[config.mk]
export PLATFORM = sky130hd
export DESIGN_NAME = mac_ctrl
export DESIGN_NICKNAME = d
export VERILOG_FILES = /design/src/rtl/mac_ctrl_pkg.sv /design/src/rtl/mac_ctrl_cnt.sv /design/src/rtl/mac_ctrl.sv
export SDC_FILE = /design/constraint.sdc
export NUM_CORES = 1
export LEC_CHECK = 0
export ABC_AREA = 1
export ABC_CLOCK_PERIOD_IN_PS = 1900
export CAP_MARGIN = 20
export CORE_MARGIN = 2
export CORE_UTILIZATION = 30
export CTS_BUF_LIST = sky130_fd_sc_hd__clkbuf_8
export DETAILED_ROUTE_END_ITERATION = 16
export PLACE_DENSITY = 0.55
export SKIP_LAST_GASP = 1
export SLEW_MARGIN = 10
export SYNTH_ARGS = -nofsm -noshare
export SYNTH_HDL_FRONTEND = slang
export SYNTH_SLANG_ARGS = --single-unit
[constraint.sdc]
create_clock -name clk -period 1.9 [get_ports clk]
set_input_delay 0.38 -clock clk [delete_from_list [all_inputs] [get_ports clk]]
set_output_delay 0.38 -clock clk [all_outputs]
set_load 0.01 [all_outputs]
[src/rtl/mac_ctrl_pkg.sv]
`default_nettype none
// +--------------------------------------------------------------------------+
// | mac_ctrl_pkg : shared types and constants for the MAC tile sequencer      |
// | Rev 1.0 - initial release                                                 |
// +--------------------------------------------------------------------------+
package mac_ctrl_pkg;

   typedef enum logic [2:0] {
      ST_IDLE   = 3'd0,
      ST_KLOAD  = 3'd1,
      ST_KFLUSH = 3'd2,
      ST_EXEC   = 3'd3,
      ST_DRAIN  = 3'd4,
      ST_DONE   = 3'd5
   } state_t;

   localparam logic [1:0] INST_IDLE  = 2'b00;
   localparam logic [1:0] INST_KLOAD = 2'b01;
   localparam logic [1:0] INST_EXEC  = 2'b10;

   // Phase counter must hold row+col-1 as well as any act_len-1.
   function automatic int cnt_width(input int row_n, input int col_n, input int len_n);
      int w;
      w = $clog2(row_n + col_n);
      if (w < 1) w = 1;
      if (len_n > w) w = len_n;
      return w;
   endfunction

endpackage
`default_nettype wire

[src/rtl/mac_ctrl_cnt.sv]
`default_nettype none
// +--------------------------------------------------------------------------+
// | mac_ctrl_cnt : loadable down-counter with enable and zero flag            |
// | Rev 1.0 - initial release                                                 |
// +--------------------------------------------------------------------------+
module mac_ctrl_cnt #(
   parameter int W = 8
) (
   input  logic         clk,
   input  logic         rst,
   input  logic         i_load,
   input  logic [W-1:0] i_load_val,
   input  logic         i_en,
   output logic         o_zero
);

   logic [W-1:0] r_count;

   always_ff @(posedge clk or posedge rst) begin
      if (rst) begin
         r_count <= '0;
      end else if (i_load) begin
         r_count <= i_load_val;
      end else if (i_en && (r_count != '0)) begin
         r_count <= r_count - W'(1);
      end
   end

   assign o_zero = (r_count == '0);

endmodule
`default_nettype wire

[src/rtl/mac_ctrl.sv]
`default_nettype none
// +--------------------------------------------------------------------------+
// | mac_ctrl : xmem read sequencer and instruction driver for one tile pass   |
// | Rev 1.0 - initial release                                                 |
// +--------------------------------------------------------------------------+
module mac_ctrl
   import mac_ctrl_pkg::*;
#(
   parameter int row    = 8,
   parameter int col    = 8,
   parameter int addr_w = 11,
   parameter int len_w  = 8
) (
   input  logic              clk,
   input  logic              reset,
   input  logic              start,
   input  logic [addr_w-1:0] kernel_base,
   input  logic [addr_w-1:0] act_base,
   input  logic [len_w-1:0]  act_len,
   input  logic              ofifo_full,
   output logic              cen_xmem,
   output logic              wen_xmem,
   output logic [addr_w-1:0] a_xmem,
   output logic [1:0]        inst_w,
   output logic              busy,
   output logic              done
);

   localparam int CNT_W = cnt_width(row, col, len_w);

   localparam logic [CNT_W-1:0] c_row_ld   = CNT_W'(row - 1);
   localparam logic [CNT_W-1:0] c_col_ld   = CNT_W'(col - 1);
   localparam logic [CNT_W-1:0] c_drain_ld = CNT_W'(row + col - 1);

   state_t            r_state;
   state_t            w_state_nxt;
   logic              r_cen;
   logic              w_cen_nxt;
   logic [addr_w-1:0] r_a;
   logic [addr_w-1:0] w_a_nxt;
   logic [1:0]        r_inst;
   logic [1:0]        w_inst_nxt;
   logic              r_busy;
   logic              r_done;
   logic [addr_w-1:0] r_act_base;
   logic [len_w-1:0]  r_act_len;
   logic [len_w-1:0]  w_len_m1;
   logic              w_latch;
   logic              w_cnt_load;
   logic [CNT_W-1:0]  w_cnt_val;
   logic              w_cnt_en;
   logic              w_cnt_zero;

   assign w_len_m1 = r_act_len - len_w'(1);

   mac_ctrl_cnt #(
      .W (CNT_W)
   ) u_cnt (
      .clk        (clk),
      .rst        (reset),
      .i_load     (w_cnt_load),
      .i_load_val (w_cnt_val),
      .i_en       (w_cnt_en),
      .o_zero     (w_cnt_zero)
   );

   always_ff @(posedge clk or posedge reset) begin
      if (reset) begin
         r_state <= ST_IDLE;
      end else begin
         r_state <= w_state_nxt;
      end
   end

   // Outputs are computed for the next cycle, so r_cen/r_a describe the read
   // happening in the current state and r_inst trails them by one cycle.
   always_comb begin
      w_state_nxt = r_state;
      w_cen_nxt   = 1'b1;
      w_a_nxt     = r_a;
      w_latch     = 1'b0;
      w_cnt_load  = 1'b0;
      w_cnt_val   = '0;
      w_cnt_en    = 1'b0;
      case (r_state)
         ST_IDLE: begin
            if (start) begin
               w_latch     = 1'b1;
               w_state_nxt = ST_KLOAD;
               w_cnt_load  = 1'b1;
               w_cnt_val   = c_row_ld;
               w_a_nxt     = kernel_base;
               w_cen_nxt   = 1'b0;
            end
         end
         ST_KLOAD: begin
            if (w_cnt_zero) begin
               w_state_nxt = ST_KFLUSH;
               w_cnt_load  = 1'b1;
               w_cnt_val   = c_col_ld;
            end else begin
               w_cnt_en  = 1'b1;
               w_a_nxt   = r_a + addr_w'(1);
               w_cen_nxt = 1'b0;
            end
         end
         ST_KFLUSH: begin
            if (!w_cnt_zero) begin
               w_cnt_en = 1'b1;
            end else if (r_act_len != '0) begin
               w_state_nxt = ST_EXEC;
               w_cnt_load  = 1'b1;
               w_cnt_val   = CNT_W'(w_len_m1);
               w_a_nxt     = r_act_base;
               w_cen_nxt   = ofifo_full;
            end else begin
               w_state_nxt = ST_DRAIN;
               w_cnt_load  = 1'b1;
               w_cnt_val   = c_drain_ld;
            end
         end
         ST_EXEC: begin
            // Only a cycle that actually issued a read advances j.
            if (r_cen) begin
               w_cen_nxt = ofifo_full;
            end else if (w_cnt_zero) begin
               w_state_nxt = ST_DRAIN;
               w_cnt_load  = 1'b1;
               w_cnt_val   = c_drain_ld;
            end else begin
               w_cnt_en  = 1'b1;
               w_a_nxt   = r_a + addr_w'(1);
               w_cen_nxt = ofifo_full;
            end
         end
         ST_DRAIN: begin
            if (w_cnt_zero) begin
               w_state_nxt = ST_DONE;
            end else begin
               w_cnt_en = 1'b1;
            end
         end
         ST_DONE: begin
            w_state_nxt = ST_IDLE;
         end
         default: begin
            w_state_nxt = ST_IDLE;
         end
      endcase
   end

   always_comb begin
      w_inst_nxt = INST_IDLE;
      if (!r_cen && (r_state == ST_KLOAD)) begin
         w_inst_nxt = INST_KLOAD;
      end else if (!r_cen && (r_state == ST_EXEC)) begin
         w_inst_nxt = INST_EXEC;
      end
   end

   always_ff @(posedge clk or posedge reset) begin
      if (reset) begin
         r_cen      <= 1'b1;
         r_a        <= '0;
         r_inst     <= INST_IDLE;
         r_busy     <= 1'b0;
         r_done     <= 1'b0;
         r_act_base <= '0;
         r_act_len  <= '0;
      end else begin
         r_cen  <= w_cen_nxt;
         r_a    <= w_a_nxt;
         r_inst <= w_inst_nxt;
         r_busy <= (w_state_nxt != ST_IDLE);
         r_done <= (w_state_nxt == ST_DONE);
         if (w_latch) begin
            r_act_base <= act_base;
            r_act_len  <= act_len;
         end
      end
   end

   assign cen_xmem = r_cen;
   assign wen_xmem = 1'b1;
   assign a_xmem   = r_a;
   assign inst_w   = r_inst;
   assign busy     = r_busy;
   assign done     = r_done;

endmodule
`default_nettype wire

==> reports/metrics.yaml <==
area_growth_pct: 27.6
p_total_w: 0.00169
slew_viol_final: 0
synthXorXnorAreaFrac: 0.0247
crit_fanout: 4
io_pins: 51
syn_inst: 403
dieArea_um2: 10200
setup_viol: 0
cts_tree: "yes"
post-route-period-util: 0.960
critPathBufInv: 1
cts_buffers: 5
antenna_found_initial: 0
yosysUniqueCellTypes: 38
p_leak_nw: 1.81
swShare: 0.232
grt_pass1_wl_mm: 12.1
yosys.area.top_type: "dfrtp_1"
final_cell_mix: "nand2_1 (167), clkdlybuf4s50_1 (49), dfrtp_1 (45), nand3_1 (39), nor2_1 (36)"
synth-compound-area-share: 0.0697
r2r_slack_ns: 0.14
power.density_nw_per_um2: 468
synth_top_family_by_area: "simple AND/OR/NAND/NOR gates"
path_class: "flip-flop to output port"
ys_seq_elements: 46
worstSkewPairLatency_ns: 0.31
max_freq_mhz: 548
portBuffers: 49
dr.pass1.iters: 4
clock_power_share: 0.365
synth.mux.area_fraction: 0
cts_sinks: 46
p_sw_w: 0.000392
grt_use_total: 0.147
reg2reg_to: "a_xmem[4]"
drc_errors: 0
wirelength_mm: 7.19
yosysWarnings: 0
clockBufferDepth: 2
cp-end-kind: "output port"
synth_async_sr_flop_share: 1.00
finalCriticalPeriod_ns: 1.82
dp.final_hpwl_mm: 5.44
peakVddDrop_v: 0.000243
synth_top_area_frac: 0.397
reg2reg_depth: 10
rsz0062_at_grt: "false"
grt_pass1_vias: 2643
first_iter_violations: 99
synthesis.nets: 440
layout-drive-gt1-share: 0.0950
die_h_um: 101
synthAdderAreaFrac: 0.0132
die_x_um: 101
cp.required_ns: 1.52
cts_max_level: 2
synth_area_leaders: "dfrtp_1 (40%), nand2_1 (22%), nand3_1 (6.9%)"
clk_pin_slew_worst_paths_ns: 0.09
p_seq_frac: 0.578
postRouteAntennaNets: 0
wire_per_inst_um: 12.5
gp_congestion: 0.825
fin_setup_tns_ns: 0
core_area_um2: 9200
hold_violations: 0
r2r_start: "u_cnt.r_count[0]"
grt_max_degree: 47
vias: 2639
cp_top_family: "flip-flops"
num_antenna_cells: 0
postCtsSetupBuffers: 0
power_frac_comb: 0.057
layout_commonest_cell: "nand2_1"
cts_hold_buf: 0
cts_resized: 0
synth-seq-area-share: 0.406
path_cells: "clkdlybuf4s50_1"
startpoint_type: "flip-flop"
crit_slowest_cell: "dfstp_2"
finalClockSkew_ns: 0.00986
drv_cap: 0
yosys.area_share.simple: 0.404
start_util: 0.308
fin_nets: 499
crit_arrival_ns: 1.44
hold_path_class: "input pin to async pin"
grt_overflow: 0
syn_area_um2: 2840
synth_edf_count: 0
synth_area_per_cell_um2: 7.04
cts-root-buf: "clkbuf_8"
status: "completed"
max_stage_delay_ns: 0.59
internal_power_w: 0.00130
rows: 35
viasPerCell: 4.60
synth_ff_type: "dfrtp_1"
Yosys cell counts (4+ instances only):
master and number:
nand2_4 5, o21ai_0 11, nand3_1 39, dfrtp_1 45, o21ai_1 4, nor2_1 36, inv_1 36, a21oi_1 5
nor2_2 5, xnor2_1 5, nand4_1 6, nand2_1 167
flip-flops by register name, indices dropped and copies added (netlist names), 2 cells and up:
register,flops
a_xmem,11
inst_w,2
r_act_base,11
r_act_len,8
r_state,3
u_cnt.r_count,8
cell type report:
class                           count  area (um^2)
Timing Repair Buffer               61          618
Clock buffer                        5         68.8
Multi-Input combinational cell    306         1460
Inverter                           42          163
Tap cell                          111          139
Clock inverter                      3         21.3
Sequential cell                    46         1150
Fill cell                         982         5580
per-layer routing:
layer  share of wire  track usage  vias to the layer above
li1                -            -                     1379
met1            0.48        0.191                     1202
met2            0.47        0.249                       47
met3           0.029       0.0221                       11
met4           0.018       0.0541                        0
met5               0            0                        -
worst max-delay path by stage:
stage / startpoint / to / cells past startpoint / slack, ns
after floorplan: u_cnt.r_count[0] / busy / 10 / 0.29
after global placement: start / a_xmem[8] / 10 / 0.13
after detailed placement: start / a_xmem[2] / 10 / 0.11
after CTS: cen_xmem / cen_xmem / 1 / 0.07
after global routing: u_cnt.r_count[1] / a_xmem[6] / 10 / 0.01
final: cen_xmem / cen_xmem / 1 / 0.08
cells by family after synthesis:
kind of cell / Yosys count
flops: 46
compound gates: 30
xor+xnor: 8
simple gates: 264
other cells: 1
fa+ha+maj: 3
buf+inv: 51
power groups by stage:
stage | combinational (W) | sequential (W) | clock (W)
3_3_place_gp | 0.0000985 | 0.000998 | 0
5_1_grt | 0.000105 | 0.000978 | 0.000684
3_5_place_dp | 0.0000997 | 0.000998 | 0
6_report | 0.0000971 | 0.000978 | 0.000618
2_1_floorplan | 0.0000173 | 0.000998 | 0
4_1_cts | 0.0000992 | 0.000978 | 0.000648
metrics by stage:
stage / area [um^2] / worst slack, ns / utilization / hold WS (ns) / std cells
global route: 3620 / 0.0110 / 0.393 / 0.441 / 574
global placement: 3530 / 0.130 / 0.384 / 0.466 / 566
detailed placement: 3530 / 0.108 / 0.384 / 0.466 / 566
finish: 3620 / 0.0764 / 0.393 / 0.417 / 574
floorplan: 2840 / 0.290 / - / 0.449 / 403
CTS: 3620 / 0.0658 / 0.393 / 0.413 / 574
Power figures use the tool's default switching activity.
